--- config.mk ---
export PLATFORM = sky130hd
export DESIGN_NAME = sync_fifo_wconv
export DESIGN_NICKNAME = d
export VERILOG_FILES = /design/src/rtl/sync_fifo_wconv.sv
export SDC_FILE = /design/constraint.sdc
export NUM_CORES = 2
export LEC_CHECK = 0
export BUFFER_PORTS_ARGS = -buffer_cell sky130_fd_sc_hd__buf_4
export CORE_UTILIZATION = 51
export CTS_BUF_LIST = sky130_fd_sc_hd__clkbuf_4 sky130_fd_sc_hd__clkbuf_8 sky130_fd_sc_hd__clkbuf_16
export DETAILED_ROUTE_END_ITERATION = 12
export GPL_ROUTABILITY_DRIVEN = 0
export HOLD_SLACK_MARGIN = 0.06
export PLACE_DENSITY = 0.68
export SETUP_SLACK_MARGIN = 0.02
export SKIP_LAST_GASP = 1
export SLEW_MARGIN = 15
export SYNTH_ARGS = -nofsm -noshare
export SYNTH_HDL_FRONTEND = slang
export SYNTH_SLANG_ARGS = --single-unit
--- constraint.sdc ---
create_clock -name sys_clk -period 5.1 [get_ports sys_clk]
set_input_delay 0.765 -clock sys_clk [delete_from_list [all_inputs] [get_ports sys_clk]]
set_output_delay 0.765 -clock sys_clk [all_outputs]
set_load 0.05 [all_outputs]
--- src/rtl/sync_fifo_wconv.sv ---
// sync_fifo_wconv: single-clock FIFO packing narrow write words LSB-first into RATIO-wide read words
module sync_fifo_wconv #(
  parameter int WR_WIDTH   = 8,
  parameter int RATIO      = 2,
  parameter int DEPTH      = 256,
  parameter int SHOW_AHEAD = 0,
  parameter int AFULL_TH   = DEPTH - 8,
  parameter int AEMPTY_TH  = 2
) (
  input  logic                              sys_clk,
  input  logic                              sys_rst,
  input  logic                              wr_req,
  input  logic [WR_WIDTH-1:0]               wr_data,
  input  logic                              rd_req,
  input  logic                              err_clr,
  output logic [WR_WIDTH*RATIO-1:0]         rd_data,
  output logic                              wr_full,
  output logic                              wr_almost_full,
  output logic [$clog2(DEPTH):0]            wr_usedw,
  output logic                              rd_empty,
  output logic                              rd_almost_empty,
  output logic [$clog2(DEPTH/RATIO):0]      rd_usedw,
  output logic                              overflow,
  output logic                              underflow
);
  localparam int RD_WIDTH = WR_WIDTH * RATIO;
  localparam int ENTRIES  = DEPTH / RATIO;
  localparam int LW       = $clog2(RATIO);
  localparam int PW       = $clog2(DEPTH) + 1;
  localparam int RW       = $clog2(ENTRIES) + 1;
  localparam int AW       = ENTRIES > 1 ? $clog2(ENTRIES) : 1;
  localparam int SW       = RATIO > 1 ? LW : 1;

  logic [RD_WIDTH-1:0] mem [ENTRIES];
  logic [RD_WIDTH-1:0] rd_q;
  logic [PW-1:0]       wr_ptr;
  logic [RW-1:0]       rd_ptr;
  logic [AW-1:0]       wr_idx, rd_idx;
  logic [SW-1:0]       lane;
  logic [PW-1:0]       wr_nxt;
  logic [RW-1:0]       rd_nxt;
  logic                wr_acc, rd_acc;

  // Acceptance uses only registered flags, so an entry completed this cycle cannot be popped yet
  assign wr_acc = wr_req && !wr_full;
  assign rd_acc = rd_req && !rd_empty;
  assign wr_idx = AW'((wr_ptr >> LW) % ENTRIES);
  assign rd_idx = AW'(rd_ptr % ENTRIES);
  assign lane   = SW'(wr_ptr % RATIO);
  assign wr_nxt = wr_usedw + PW'(wr_acc) - (rd_acc ? PW'(RATIO) : PW'(0));
  assign rd_nxt = RW'(wr_nxt >> LW);
  assign rd_data = SHOW_AHEAD != 0 ? (rd_empty ? '0 : mem[rd_idx]) : rd_q;

  // Storage writes one lane of the current entry; contents survive reset
  always_ff @(posedge sys_clk)
    if (wr_acc) mem[wr_idx][lane*WR_WIDTH +: WR_WIDTH] <= wr_data;

  // Pointers, counts, flags, registered read data and sticky errors
  always_ff @(posedge sys_clk) begin
    if (sys_rst) begin
      wr_ptr          <= '0;
      rd_ptr          <= '0;
      wr_usedw        <= '0;
      rd_usedw        <= '0;
      wr_full         <= 1'b0;
      rd_empty        <= 1'b1;
      wr_almost_full  <= (AFULL_TH == 0);
      rd_almost_empty <= 1'b1;
      rd_q            <= '0;
      overflow        <= 1'b0;
      underflow       <= 1'b0;
    end else begin
      if (wr_acc) wr_ptr <= wr_ptr + 1'b1;
      if (rd_acc) rd_ptr <= rd_ptr + 1'b1;
      if (rd_acc) rd_q <= mem[rd_idx];
      wr_usedw        <= wr_nxt;
      rd_usedw        <= rd_nxt;
      wr_full         <= wr_nxt == PW'(DEPTH);
      rd_empty        <= rd_nxt == '0;
      wr_almost_full  <= 32'(wr_nxt) >= AFULL_TH;
      rd_almost_empty <= 32'(rd_nxt) <= AEMPTY_TH;
      overflow        <= (wr_req && wr_full) || (overflow && !err_clr);
      underflow       <= (rd_req && rd_empty) || (underflow && !err_clr);
    end
  end
endmodule
## Word level (Yosys, flattened, before mapping)

Memories as Yosys holds them, arrays and structs flattened. A register that Yosys moved wholly into a read port is not among the register bits.
Index checks and enable logic that the tools add are counted.

- Bits in registers: 40
- Latch bits: 0
- Memory bits (writable): 2048
- Bits in read-only memories: 0
- Memories kept: 1

- Add/subtract/negate cells: 5
- Multiply operators: 0
- Div/mod/pow operators: 0
- $lt $le $gt $ge: 2
- Eq/ne operators: 1
- Shift operators: 2
- Muxes and demuxes: 3
- Bitwise logic cells: 0
- Reductions and logical operators: 12

Memory list:

| memory | depth | bits a word | rd ports | clocked after Yosys merged registers in | write ports | line | text |
|---|---|---|---|---|---|---|---|
| mem | 128 | 16 | 1 | 1 | 1 | 34 | `logic [RD_WIDTH-1:0] mem [ENTRIES];` |

Operators by type and width:

| operator | number |
|---|---|
| 4-bit negation with 34-bit output | 1 |
| 8-bit by 34-bit variable shift with 16-bit output (first input constant) | 1 |
| 8-bit by 34-bit indexed part select with 16-bit output | 1 |
| 16-bit 2-to-1 mux | 1 |
| 9-bit by 1-bit adder with 9-bit output | 1 |
| 9-bit by 1-bit adder with 9-bit output (second input constant) | 1 |
| 9-bit == test (second input constant) | 1 |
| 9-bit by 8-bit >= comparator with 1-bit output (second input constant) | 1 |
| 9-bit by 2-bit subtractor with 9-bit output | 1 |
| 8-bit by 1-bit adder with 8-bit output (second input constant) | 1 |
| 8-bit by 2-bit <= comparator with 1-bit output (second input constant) | 1 |
| 8-bit logical NOT | 1 |
| 1-bit logical AND | 6 |
| 1-bit logical NOT | 3 |
| 1-bit logical OR | 2 |
| 2-bit 2-to-1 mux | 1 |
| 1-bit 2-to-1 mux | 1 |

## Depth between registers and ports, before layout

- Word-level depth: 5
- Mapped depth: 13
- Gate-level depth less buffers: 12

## Worst setup path before layout

No wires, ideal clock.

- Path kind: input port to flip-flop
- From: in wr_data[4]
- To: mem mem[0][4] (netlist bit) (data pin)
- Arrival time: 3.878 ns
- Path slack: 0.395 ns
- Cell stages on the path: 1
- Buffers on the path: 0
- Cell sequence: nor2b_1

- Cells in the longest elaborated chain, start to end: 1

Ends and longest elaborated chain:

| element | line | text |
|---|---|---|
| start: declaration | 13 | `input logic [WR_WIDTH-1:0] wr_data,` |
| 8-bit by 34-bit indexed part select with 16-bit output | 56 | `if (wr_acc) mem[wr_idx][lane*WR_WIDTH +: WR_WIDTH] <= wr_data;` |
| end: declaration | 34 |  |

Every way passes these cells.

==> key figures <==
Outcome
  • Status: finished clean

Power and ir drop
  • Peak supply drop: 0.348 mV
  • Power Dens Cells: 401 nW/µm²
  • Leakage: 28.1 nW
  • Tot Pwr: 0.0367 W
  • Power Internal: 0.0284 W
  • Clk pwr share: 40.0%
  • Sw Ratio: 22.5%
  • Switch Pwr: 0.00826 W
  • Comb power frac: 7.7%
  • Reg power frac: 52.3%

Clocking
  • Clk Latency, worst-skew pair: 0.83 ns
  • TritonCTS Sinks: 2094
  • CTS root buf: clkbuf_16
  • CTS resizes: 0
  • Hold buffer count at CTS: 0
  • Clock tree buffer depth: 3
  • Clk slew on worst S/H paths: 0.06 ns
  • Setup Fix Bufs, Post-CTS: 0
  • CTS tree: yes
  • CTS Buf Count: 198
  • H-tree depth: 4

Yosys
  • Synth Area in Compound Gates: 2.29%
  • Post-synthesis sequential area ratio: 76.0%
  • Top-area cell type share of the netlist area: 74.9%
  • Xor/xnor share of the synthesized area: 0.171%
  • Synthesized flop and latch total: 2094
  • Synth Flop Type: edfxtp_1
  • Cell Area, Synth: 82100 µm²
  • Avg Cell Area, Syn: 20.8 µm²
  • Largest family of logic cells by synthesized area: multiplexers
  • Async SR Flop Fraction: 0%
  • Simple-Gate Fraction of Synth Area: 3.21%
  • Synth area leaders: edfxtp_1 (75%), mux4_2 (13%), mux2i_1 (2.7%)
  • Synth area leader: edfxtp_1
  • Syn nets: 3978
  • Syn. warnings: 0
  • EDFF count, synth: 2048
  • Mux cell area share after synthesis: 16.2%
  • Synth cell types: 65
  • Post-synthesis cell count: 3953
  • Post-synthesis adder-cell area fraction: 0.183%

Global route
  • Largest net degree at the start of global routing: 129
  • Grt met1 use: 37.1%
  • Initial antenna violation count: 4
  • Vias in the first global route: 40800
  • Grt met3 use: 5.98%
  • Met2 usage: 37.9%
  • Total global-route track usage: 25.5%
  • GR peak layer: met2
  • GR Overflow Total: 0
  • First-pass GRT wire length: 297000 µm

Route
  • Wire length per cell: 31.9 µm
  • Routed Antenna Nets: 0
  • Vias/cell: 6.37
  • Via count: 40800
  • Drc violations: 0
  • Iter 0 DRT Violations: 4834
  • First-pass DRT Iterations: 6
  • Post-Route WL: 204000 µm

Placed design
  • Port-buffer cells: 51
  • Final HPWL DP: 123000 µm
  • Setup WS pre-CTS: 0.996 ns

Job
  • Max cap viols: 0

Final layout
  • Area delta synth->final: 11.3%
  • Layout cells sized above 1: 24.7%
  • # fillers: 11500
  • NumNets Final: 4110

STA
  • Pins Over Slew Limit: 0
  • Final WS setup: 0.826 ns
  • Hold Fails Final Rpt: 0
  • Total negative slack: 0 ns
  • Final Skew: 0.0254 ns
  • Unrepaired setup endpoints after global routing: no
  • Period Utilization, post-route: 83.8%
  • Least-Margin Pin Slew: 1.23 ns
  • Slew Limit Headroom: 18.2%
  • Fmax: 234 MHz
  • Final min period: 4.27 ns
  • Setup violations, final: 0

Worst setup path
  • Worst Path Max Fanout: 39
  • R2r endpoint: rd_data[7]
  • Worst Setup Path Type: reg -> reg
  • WP data required: 5.77 ns
  • Reg2Reg Setup Slack: 0.83 ns
  • Critical Path Start Type: flop
  • Worst setup EP type: flop
  • Arr. time, crit path: 4.95 ns
  • RR Startpoint: rd_ptr[0]
  • Worst-case reg-to-reg path depth: 7

Floorplanning
  • I/O Pins: 52
  • Chip Height: 403 µm
  • Core ar.: 159000 µm²
  • Die Wd: 403 µm
  • Rows: 146
  • Starting Density: 51.6%
  • Die area: 163000 µm²

Worst hold path
  • Hold path start: rd_req
  • Endpoint, Worst Hold: underflow
  • Worst hold stages: 3
  • HP Class: in -> reg
-- logic make-up after synthesis --
logic type,after synthesis
flip-flops,2094
multiplexers,717
AND/OR/NAND/NOR,597
AO/OA/AOI/OAI,262
buffers and inverters,255
XOR/XNOR,16
adder cells (fa/ha/maj),12
-- worst max path at each step --
stage | start | to | slack [ns] | depth (start not counted)
after global routing | rd_ptr[0] | rd_data[7] | 0.66 | 7
after global placement | rd_ptr[0] | rd_data[7] | 1.01 | 7
after floorplan | wr_data[4] | mem[0][4] | 0.39 | 1
after CTS | rd_ptr[0] | rd_data[7] | 0.95 | 7
after detailed placement | rd_ptr[0] | rd_data[7] | 1.0 | 7
final | rd_ptr[0] | rd_data[7] | 0.83 | 7
-- layout by cell type, fill, tap and decap left out, drive strengths merged, types with 19 or more instances in the layout --
cell type and count:
nand2 91, o21ai 31, inv 20, clkinv 90
clkbuf 244, nor2b 28, nand3 40, a221oi 19
edfxtp 2048, dfxtp 46, nor2 336, mux2i 220
buf 175, mux4 485, a22oi 29, o22ai 29
a21oi 46, o221ai 19, a211oi 22, nor3 25
-- metal layers --
metal  up-vias  share of wire (%)
li1      16600                  -
met1     21500                 40
met2      2295                 46
met3       366                 10
met4         6                3.8
met5         -              0.021
-- final cells by class --
class                           instances  area, µm²  area share, %
Sequential cell                      2094      62400           68.3
Multi-Input combinational cell       1604      18200           19.9
Clock buffer                          244       5330           5.83
Tap cell                             2146       2690           2.94
Timing Repair Buffer                  175       1570           1.72
Clock inverter                        125       1170           1.28
Inverter                               12       47.5         0.0520
Antenna cell                            1       2.50        0.00274
-- power by group through the flow --
stage	sequential, W	combinational [W]	clock [W]
floorplan	0.0197	0.00181	0
global placement	0.0196	0.00278	0
detailed placement	0.0196	0.00281	0
CTS	0.0192	0.00282	0.0148
global route	0.0192	0.00298	0.0155
finish	0.0192	0.00281	0.0147
-- worst max-delay path: stages (launching register included) --
cell       delay, ns
dfxtp_4         1.01
nor2_1          0.44
nand2_1         0.79
o22ai_1         0.22
a2111oi_0       0.84
nor3_1          0.39
nor3_1          0.30
nor4_1          0.09
-- synthesized netlist by cell type (all sizes together) (6+ instances only) --
cell type  number
o21ai          31
and2           16
o2111ai        10
edfxtp       2048
a21oi          46
nand3          40
nor2b          28
inv            12
a2111oi        18
nor3           25
mux2i         220
mux2           12
ha             12
o221ai         19
mux4          485
or2             9
nand4           9
nor4           13
a22o            6
xnor2           7
nor2          336
or3             6
nand2b          7
dfxtp          46
a22oi          29
buf           162
a221oi         19
clkbuf         81
a211oi         22
nand2          91
a31oi           9
xor2            9
o22ai          29
-- sequential cells by signal, summed over array words and instances (netlist names) --
signal	flops
wr_usedw	9
wr_full	1
mem	2048
rd_empty	1
rd_ptr	7
wr_almost_full	1
rd_data	16
overflow	1
rd_almost_empty	1
underflow	1
wr_ptr	8
-- metrics by stage --
step	hold slack, ns	instance area [µm²]	util (%)	instances
detailed placement	0.487	84900	53.4	6030
global placement	0.483	84800	53.3	6028
global route	0.181	91400	57.5	6401
floorplan	0.548	82100	-	3953
CTS	0.155	91400	57.4	6399
finish	0.195	91400	57.5	6401
Note: power is estimated with default switching activity, not from simulation.
